`src/rtl/seven_seg_scan_controller.sv`:
```
// Scan sequencer for a 4-digit multiplexed seven-segment display.
// Active-low anodes/cathodes, blanking before each digit, frame-synchronous value commit.
module seven_seg_scan_controller #(
  parameter int TICKS_PER_DIGIT = 100000,
  parameter int BLANK_TICKS     = 1000
) (
  input  logic        clk,
  input  logic        Reset,
  input  logic [15:0] value,
  input  logic        value_valid,
  output logic        value_ready,
  input  logic [3:0]  digit_en,
  input  logic        lz_blank,
  output logic [3:0]  anode,
  output logic [6:0]  seg,
  output logic        frame_done
);

  localparam int CW = (TICKS_PER_DIGIT > 2) ? $clog2(TICKS_PER_DIGIT) : 1;
  localparam logic [CW-1:0] LAST  = CW'(TICKS_PER_DIGIT - 1);
  localparam logic [CW-1:0] BLANK = CW'(BLANK_TICKS);

  function automatic logic [6:0] hex_to_seg(input logic [3:0] h);
    case (h)
      4'h0: hex_to_seg = 7'b1000000;
      4'h1: hex_to_seg = 7'b1111001;
      4'h2: hex_to_seg = 7'b0100100;
      4'h3: hex_to_seg = 7'b0110000;
      4'h4: hex_to_seg = 7'b0011001;
      4'h5: hex_to_seg = 7'b0010010;
      4'h6: hex_to_seg = 7'b0000010;
      4'h7: hex_to_seg = 7'b1111000;
      4'h8: hex_to_seg = 7'b0000000;
      4'h9: hex_to_seg = 7'b0010000;
      4'hA: hex_to_seg = 7'b0001000;
      4'hB: hex_to_seg = 7'b0000011;
      4'hC: hex_to_seg = 7'b1000110;
      4'hD: hex_to_seg = 7'b0100001;
      4'hE: hex_to_seg = 7'b0000110;
      default: hex_to_seg = 7'b0001110;
    endcase
  endfunction

  // Digit k is leading-zero blanked when it and every higher nibble are zero; digit 0 never is.
  function automatic logic [3:0] lz_mask(input logic [15:0] v, input logic en);
    logic [3:0] z;
    z[3] = (v[15:12] == 4'h0);
    z[2] = z[3] && (v[11:8] == 4'h0);
    z[1] = z[2] && (v[7:4] == 4'h0);
    z[0] = 1'b0;
    lz_mask = en ? z : 4'b0000;
  endfunction

  logic [CW-1:0] cnt, cnt_nxt;
  logic [1:0]    idx, idx_nxt;
  logic          pend, pend_nxt;
  logic [15:0]   pend_val;
  logic [3:0]    pend_en;
  logic          pend_lz;
  logic [15:0]   disp_val, disp_val_nxt;
  logic [3:0]    disp_en, disp_en_nxt;
  logic          disp_lz, disp_lz_nxt;
  logic [3:0]    anode_nxt, lzb;
  logic [6:0]    seg_nxt;
  logic          fd_nxt, frame_end, capture, show;

  assign value_ready = ~pend;
  assign capture     = value_valid && ~pend;

  always_comb begin
    cnt_nxt      = cnt + CW'(1);
    idx_nxt      = idx;
    frame_end    = (cnt == LAST) && (idx == 2'd3);
    pend_nxt     = pend;
    disp_val_nxt = disp_val;
    disp_en_nxt  = disp_en;
    disp_lz_nxt  = disp_lz;
    if (cnt == LAST) begin
      cnt_nxt = '0;
      idx_nxt = idx + 2'd1;
    end
    // A commit uses the pending flag as it stood before this edge, so a same-edge capture waits a frame.
    if (frame_end && pend) begin
      disp_val_nxt = pend_val;
      disp_en_nxt  = pend_en;
      disp_lz_nxt  = pend_lz;
      pend_nxt     = 1'b0;
    end else if (capture) begin
      pend_nxt = 1'b1;
    end
    // Outputs are precomputed from the next state so the registers show the current slot.
    lzb       = lz_mask(disp_val_nxt, disp_lz_nxt);
    show      = (cnt_nxt >= BLANK) && disp_en_nxt[idx_nxt] && ~lzb[idx_nxt];
    anode_nxt = show ? ~(4'b0001 << idx_nxt) : 4'b1111;
    seg_nxt   = show ? hex_to_seg(disp_val_nxt[{idx_nxt, 2'b00} +: 4]) : 7'h7F;
    fd_nxt    = (cnt_nxt == LAST) && (idx_nxt == 2'd3);
  end

  always_ff @(posedge clk) begin
    if (!Reset) begin
      cnt        <= '0;
      idx        <= 2'd0;
      pend       <= 1'b0;
      disp_val   <= 16'h0000;
      disp_en    <= 4'b1111;
      disp_lz    <= 1'b0;
      anode      <= 4'b1111;
      seg        <= 7'h7F;
      frame_done <= 1'b0;
    end else begin
      cnt        <= cnt_nxt;
      idx        <= idx_nxt;
      pend       <= pend_nxt;
      disp_val   <= disp_val_nxt;
      disp_en    <= disp_en_nxt;
      disp_lz    <= disp_lz_nxt;
      anode      <= anode_nxt;
      seg        <= seg_nxt;
      frame_done <= fd_nxt;
    end
  end

  // Pending payload is only meaningful while the pending flag is set.
  always_ff @(posedge clk) begin
    if (capture) begin
      pend_val <= value;
      pend_en  <= digit_en;
      pend_lz  <= lz_blank;
    end
  end

endmodule

```
`config.mk`:
```
export PLATFORM = sky130hd
export DESIGN_NAME = seven_seg_scan_controller
export DESIGN_NICKNAME = d
export VERILOG_FILES = /design/src/rtl/seven_seg_scan_controller.sv
export SDC_FILE = /design/constraint.sdc
export NUM_CORES = 1
export LEC_CHECK = 0
export ABC_AREA = 1
export CAP_MARGIN = 20
export CORE_MARGIN = 5
export CORE_UTILIZATION = 50
export DETAILED_ROUTE_END_ITERATION = 8
export GPL_ROUTABILITY_DRIVEN = 0
export GPL_TIMING_DRIVEN = 0
export PLACE_DENSITY = 0.71
export REMOVE_ABC_BUFFERS = 1
export SYNTH_ARGS = -nofsm -noshare
export SYNTH_HDL_FRONTEND = slang
export SYNTH_SLANG_ARGS = --single-unit
export TNS_END_PERCENT = 1
```
`constraint.sdc`:
```
create_clock -name clk -period 5.4 [get_ports clk]
set_clock_uncertainty 0.15 [all_clocks]
set_input_delay 0.54 -clock clk [delete_from_list [all_inputs] [get_ports clk]]
set_output_delay 0.54 -clock clk [all_outputs]
set_load 0.03 [all_outputs]
```
; Yosys cells after proc, flatten, opt, wreduce, memory -nomap -nowiden
; Memories as Yosys holds them, arrays and structs flattened. A register that Yosys moved wholly into a read port is not among the register bits.
; Cells that the tools add are included.
[totals]
ff_bits = 67
rom_bits = 112
memories = 1
[op_classes]
n_addsub = 2
n_lt_le_gt_ge = 2
n_eq_ne = 4
n_shift = 2
mux = 10
bitwise_logic = 4
n_reduce_logical = 14
[mem_list]
columns = name, words, word_bits, rd, rd_clocked_by_memory_dff, write_ports, line_no
row1 = (no name shown), 16, 7, 1, 1, 0, 24  ; case (h)
[ops]
columns = cell, n
row1 = $eq 17x17->1 const B, 2
row2 = $add 17x1->17 const B, 1
row3 = $ge 17x10->1 const B, 1
row4 = $mux 17, 1
row5 = $mux 16, 1
row6 = $shiftx 16x5->4, 1
row7 = $logic_not 4->1, 3
row8 = $logic_and 1x1->1, 8
row9 = $mux 4, 2
row10 = $bmux 1 s2, 2
row11 = $eq 2x2->1 const B, 2
row12 = $not 4->4, 1
row13 = $shl 1x2->4 const A, 1
row14 = $lt 2x3->1 const B, 1
row15 = $mux 1, 3
row16 = $not 1->1, 3
row17 = $add 2x1->2 const B, 1
row18 = $mux 2, 1
row19 = $reduce_and 2->1, 1
row20 = $reduce_or 2->1, 1
row21 = $logic_not 1->1, 1

; Longest topological paths before layout
; Gate-level depths: netlist (run 1).
[logic_depth]
depth_word = 14
ltp_mapped = 19
mapped_depth_nobuf = 17

; Worst setup path before layout (run 1)
; No wires, ideal clock.
[synth_timing]
path_type = reg-to-reg
from = register cnt[0]
to = register seg[3]
setup_ps = 120
arrival_ps = 2318
setup_slack_ps = 2812
path_stages_with_launch = 20
period_less_slack_ps = 2588
cell_sequence = dfxtp_1 > ha_1 > nand2_2 > nor2_4 > nand2_2 > nor2_8 > nand3_2 > buf_6 > buf_6 > nand2_1 > nand2_1 > nand2_1 > nand2_1 > nor2_2 > inv_1 > ha_1 > nand2_1 > nand2_1 > nand2_1 > nand3_1
[synth_between]
elab_chain_cells = 14
elab_cells_between_ends = 26
cone_classes = 1 x add/sub / 1 x order compare / 1 x eq/ne / 1 x shift / 10 x mux / 1 x bitwise / 11 x reduce/logical
[synth_rtl]
columns = item, line_no
row1 = from (decl), 54  ; logic [CW-1:0] cnt, cnt_nxt;
row2 = from (signal assigned), 111  ; cnt <= cnt_nxt;
row3 = branches (longest 14 deep; another with $add 17x1->17), --
row4 = to (decl), 15  ; output logic [6:0] seg,
; Several ways; the timed one is not identified. The select of a mux whose other input is x is not followed.
; A chain may end at the register's enable or synchronous reset.

; Worst setup path after layout (run 1)
; Same ends and word-level chain as after synthesis.

==> run metrics, run 1 <==
Starting DRT DRC Count 189; worst-margin pin slew around 760 ps; Post-CTS Resized 0; top_reg_cell synth dfxtp_1; clock sink count 74; Period minus WS final 3470 ps; Util after Layout 59.6%; reg2reg start cnt[0]; vias per inst 4.97; Worst IR Drop VDD ~0.15 mV; global-route wire length before repair 13400 um; antenna violations before repair 0; Yosys top cell by area dfxtp_1; sequential share of the synthesized area 46.1%; dpl ws ~1900 ps; Clock Path Buffers 2; Rel. slew slack 49.5%; max-cap violation count 0; Reg clk slew, reported paths 80 ps; syn_area_per_cell ~7.3 um2; Via Count 3179; top cell type's share of synthesized area 28.9%; routed length per instance 12.5 um; worst hold path class flop to flop; port bufs 36; synth warn 0; worst skew pair latency 350 ps; crit path from cnt[0]; Diodes inserted 0; Post CTS Setup Buffer Count 0; Worst Path Max Fanout 29; Yosys cell types 32; Die X-Extent 95.7 um; CTS Hold Bufs 0; Antenna Nets Post-Route 0; initial core utilization 50.9%; Post-synth EDFFs 21; core box area a little over 0.007 mm2; CTS tree built; leakage 1.91 nW; row count 31; RSZ-0062 raised after global routing false; fin crit share 64.2%; gr usage total 19.0%; Worst setup SP type flop; critical path required time between 5000 and 6000 ps; final-report hold violation count 0; Die Ht 95.7 um; Die ar. 0.00916 mm2; maximum clock rate 0.288 GHz; DRC 0; placed cell areas 0.00409 mm2; WS Path Type flop to flop; clk root buf clkbuf_8; Layout area overhead 17.2%; top post-synthesis cells by count nand2_1 (152), nor2_1 (82), inv_1 (55); crit path capture type flop; non-filler cells, final 640; PD cells 253 mW/mm2; CP arrival 3530 ps; Synth async-reset ratio 0%; Yosys reg bits 74; nets@finish 568; Num CTS Buffers 9; Netlist Area Pre-Place 0.00367 mm2; Setup-failing EPs final 0; Cells after DPL 624; first drt pass iteration count 5; Hold Slack 324 ps; GR Overflow Total 0; share of layout cells above drive strength 1 6.84%; status finished clean; Worst Min Path Start disp_lz; Cells after Synth about 500; final WL 8010 um; num ports 37; setup ws final 1930 ps; DP HPWL 5770 um; max-slew violations 0; Design Power 1.09 mW; CTS H-tree lvls 3; most common cell in the netlist nand2_1; vias in the first global route 2917; setup TNS 0 ps; largest net degree at the start of global routing 38; Area contributors post-synth dfxtp_1 (29%), edfxtp_1 (17%), nand2_1 (16%); Final Cell Area 0.00430 mm2
[state kept, by name, indices dropped and copies added (netlist names)]
register    cells
cnt            17
disp_val       16
pend_val       16
seg             7
anode           4
disp_en         4
pend_en         4
idx             2
disp_lz         1
frame_done      1
pend            1
pend_lz         1
[per-layer routing]
layer,global-route usage (%),wire length (um),vias to the layer above
met1,24.5,3740,1436
met4,7.23,133,0
met3,4.61,385,12
met2,30.9,3740,75
li1,-,-,1656
met5,0,0,-
[path summary, 6_finish.rpt]
kind	end	slack, ps	cells past startpoint
max	seg[3]	1930	17
min	disp_lz	320	2
min reg2reg	disp_lz	320	2
max reg2reg	seg[3]	1930	17
[placed cells by master (no fill, tap or decap), types with 2 or more instances in the layout]
master	Yosys	final
nand3_1	48	48
edfxtp_1	21	21
xor2_1	5	5
clkinv_2	0	2
nand2_2	5	5
nand2_1	152	152
bufinv_16	0	2
clkbuf_1	3	2
nor3_1	5	5
ha_1	8	8
xnor2_1	2	2
inv_2	4	4
nand3b_1	2	2
o21bai_1	2	2
clkbuf_8	0	9
dfxtp_1	53	53
nor2_2	5	6
clkdlybuf4s50_1	0	36
nor2_4	2	2
o21ai_1	3	3
nor2_1	82	81
a21oi_1	6	6
nand4_1	20	20
inv_1	55	55
[layout make-up]
| type | instances | area, um2 |
|---|---|---|
| timing repair buffer | 37 | 375 |
| inverter | 59 | 221 |
| clock buffer | 11 | 131 |
| fill | 676 | 2910 |
| clock inverter | 5 | 78.8 |
| sequential | 74 | 1690 |
| multi-input combinational | 355 | 1680 |
| tap | 99 | 124 |
[logic make-up (layout without fill, tap and decap cells)]
group / count (synthesis) / count (layout) / share of synthesized area (%)
buf+inv: 72 / 112 / 8.25
compound gates: 13 / 13 / 2.08
flops: 74 / 74 / 46.1
xor+xnor: 7 / 7 / 1.67
simple gates: 327 / 327 / 39.2
fa+ha+maj: 8 / 8 / 2.73
[worst max-delay path: stages, from the launching register on]
cell and delay (ps):
dfxtp_1 420, ha_1 230, nand2_2 90, nor2_4 160
nand2_2 120, nor2_8 240, nand3_2 510, nand2_1 240
nand2_1 110, nand2_1 80, nand2_1 60, nor2_2 270
inv_1 140, ha_1 240, nand2_1 110, nand2_1 60
nand2_1 50, nand3_1 70
[power by group]
| part | leakage [nW] | internal [mW] | switching [mW] |
|---|---|---|---|
| clock | 0.107 | 0.260 | 0.203 |
| sequential | 0.628 | 0.583 | 0.00513 |
| combinational | 1.18 | 0.0201 | 0.0170 |
| total | 1.91 | 0.863 | 0.225 |
Power figures use the tool's default switching activity.
==> inputs of run 2 (changes only) <==
--- a/config.mk
+++ b/config.mk
@@ -12,7 +12,7 @@
 export DETAILED_ROUTE_END_ITERATION = 8
 export GPL_ROUTABILITY_DRIVEN = 0
 export GPL_TIMING_DRIVEN = 0
-export PLACE_DENSITY = 0.71
+export PLACE_DENSITY = 0.74
 export REMOVE_ABC_BUFFERS = 1
 export SYNTH_ARGS = -nofsm -noshare
 export SYNTH_HDL_FRONTEND = slang
==> constraint.sdc (replaced) <==
create_clock -name clk -period 3.1 [get_ports clk]
set_clock_uncertainty 0.15 [all_clocks]
set_input_delay 0.31 -clock clk [delete_from_list [all_inputs] [get_ports clk]]
set_output_delay 0.31 -clock clk [all_outputs]
set_load 0.03 [all_outputs]
==> run 2 against run 1 <==
  * Hold slack worse by 3.3 ps
  * Die area stayed put
  * Critical endpoint unchanged
  * Via count grew 5.3%
  * First-iteration DRC count is 8.5% higher
  * Core utilization rose by 2.2 points
  * Design area increased by 3.7%
  * Cell count rose by 1.7%
  * Flip-flop and latch count unchanged
  * Critical path depth shrank 1
==> run metrics, run 2 (synthesis gave the netlist of run 1 again) <==
gr usage total 19.9% (was 19.0%); worst skew pair latency 360 ps (was 350 ps); most common cell after layout, fill and taps aside nand2_1 (unchanged); nets@finish 579 (was 568); max-slew violations 0 (unchanged); DP HPWL 5780 um (was 5770 um); Worst setup SP type flop (unchanged); Layout area overhead 21.5% (was 17.2%); RSZ-0062 raised after global routing false (unchanged); Die Ht 95.7 um (unchanged); Reg clk slew, reported paths 80 ps (about the same); num ports 37 (unchanged); most frequent cells in the layout nand2_1 (149), nor2_1 (76), inv_1 (55) (was nand2_1 (152), nor2_1 (81), inv_1 (55)); CTS tree built (unchanged); CP peak stage delay 420 ps (was 510 ps); setup TNS 0 ps (unchanged); status finished clean (unchanged); Die X-Extent 95.7 um (unchanged); Cells after DPL 624 (unchanged); Die ar. 0.00916 mm2 (unchanged); Worst IR Drop VDD 0.304 mV (was 0.148 mV); Clock Power Share 42.4% (was 42.5%); Top delay family on crit path simple AND/OR/NAND/NOR gates (unchanged); net switching power 0.398 mW (was 0.225 mW); CP Cell Sequence ha_2, nand2_2, nor2_4, buf_4, nand3_4, nand2_1, nand2_2, nor2_2, nand2_1, nand2_1, nor2_4, ha_1, inv_1, nand3_1, nand3_1, nand3_1 (was ha_1, nand2_2, nor2_4, nand2_2, nor2_8, nand3_2, nand2_1, nand2_1, nand2_1, nand2_1, nor2_2, inv_1, ha_1, nand2_1, nand2_1, nand2_1, nand3_1); Worst Path Max Fanout 12 (was 29); Clock Path Buffers 2 (unchanged); crit path capture type flop (unchanged); initial core utilization 50.9% (unchanged); leakage 1.97 nW (was 1.91 nW); Hold Slack 321 ps (was 324 ps); Via Count 3347 (was 3179); clk root buf clkbuf_8 (unchanged); Sw Ratio 21.0% (was 20.7%); internal power 1.49 mW (was 0.863 mW); routed length per instance 13.0 um (was 12.5 um); Diodes inserted 0 (unchanged); Largest register FFs 17 (unchanged); global-route wire length before repair 14000 um (was 13400 um); CP bufs+invs 2 (was 1); GR Overflow Total 0 (unchanged); final-report hold violation count 0 (unchanged); CTS H-tree lvls 3 (unchanged); largest registers cnt: 17 flops, disp_val: 16 flops, pend_val: 16 flops (unchanged); combinational share of power 3.4% (about the same); PD cells 424 mW/mm2 (was 253 mW/mm2); Antenna Nets Post-Route 0 (unchanged); CP arrival 3000 ps (was 3530 ps); Design Power 1.89 mW (was 1.09 mW); first drt pass iteration count 5 (unchanged); fin crit share 94.2% (was 64.2%); antenna violations before repair 0 (unchanged); worst hold path class flop to flop (unchanged); Num CTS Buffers 9 (unchanged); core box area 0.00721 mm2 (unchanged); vias per inst 5.14 (was 4.97); critical path required time 3170 ps (was 5460 ps); WS Path Type flop to flop (unchanged); clock sink count 74 (unchanged); placed cell areas 0.00409 mm2 (unchanged); max-cap violation count 0 (unchanged); Rel. slew slack 54.9% (was 49.5%); final WL 8470 um (was 8010 um); maximum clock rate 0.342 GHz (was 0.288 GHz); row count 31 (unchanged); sequential power share 54.1% (was 54.0%); non-filler cells, final 651 (was 640); largest net degree at the start of global routing 38 (unchanged); share of layout cells above drive strength 1 10.3% (was 6.84%); Setup-failing EPs final 0 (unchanged); largest register by flop count cnt (unchanged); worst-margin pin slew 675 ps (was 755 ps); vias in the first global route 3106 (was 2917); CP max stage cell dfxtp_1 (was nand3_2); DRC 0 (unchanged); Period minus WS final 2920 ps (was 3470 ps); Final Cell Area 0.00446 mm2 (was 0.00430 mm2); port bufs 36 (unchanged); Starting DRT DRC Count 205 (was 189)
==> run 2: cell count changes in the layout (fill, tap and decap cells not counted), sizes merged <==
cell	delta
buf	+10
clkbuf	-2
clkinv	+1
clkinvlp	+1
nand3	+1
==> run 2: path summary, 6_finish.rpt <==
path | from | endpoint | slack, ps | cells after the start
worst min-delay path | disp_en[1] | disp_en[1] | 320 | 2
worst max-delay path | cnt[0] | seg[3] | 180 | 16
worst min register to register | disp_en[1] | disp_en[1] | 320 | 2
worst max register to register | cnt[0] | seg[3] | 180 | 16
==> run 2: tightest hold or removal path, cell delays in order (launching register included) <==
cell and delay [ps]:
dfxtp_1 310, nand2_1 60, nand3_1 70
==> run 2: final cells by class <==
class                      instances  area, um2
clock inverter                     7       83.8
inverter                          59        221
timing repair buffer              47        463
fill                             629       2750
sequential                        74       1690
tap                               99        124
multi-input combinational        356       1760
clock buffer                       9        124
==> run 2: repair_timing <==
action / CTS / global route
cloned: 1 / 0
pin swaps: 1 / 2
setup endpoints to repair: 11 / 11
hold buffers: 0 / 0
buffers inserted: 6 / 4
resized for setup: 3 / 13
==> run 2: layer usage <==
metal  up-vias  GRT usage, %  part of all wire, %
met5         -             0                    0
met1      1515          24.1                   44
met4         0          11.4                  2.4
li1       1684             -                    -
met3        22          3.67                  5.3
met2       126          33.0                   48
==> run 2: power groups by stage <==
stage	Sequential [mW]	Combinational, mW	Clock, mW
after global routing	1.03	0.0719	0.857
after global placement	1.05	0.0602	0
after CTS	1.02	0.0650	0.815
after floorplan	1.04	0.0235	0
after detailed placement	1.05	0.0649	0
final	1.02	0.0650	0.803
==> run 2: metrics by stage <==
stage	setup slack [ps]	utilization (%)
floorplan	253	-
global placement	-318	56.5
detailed placement	-412	56.7
CTS	52.7	60.6
global route	3.60	61.9
finish	179	61.9
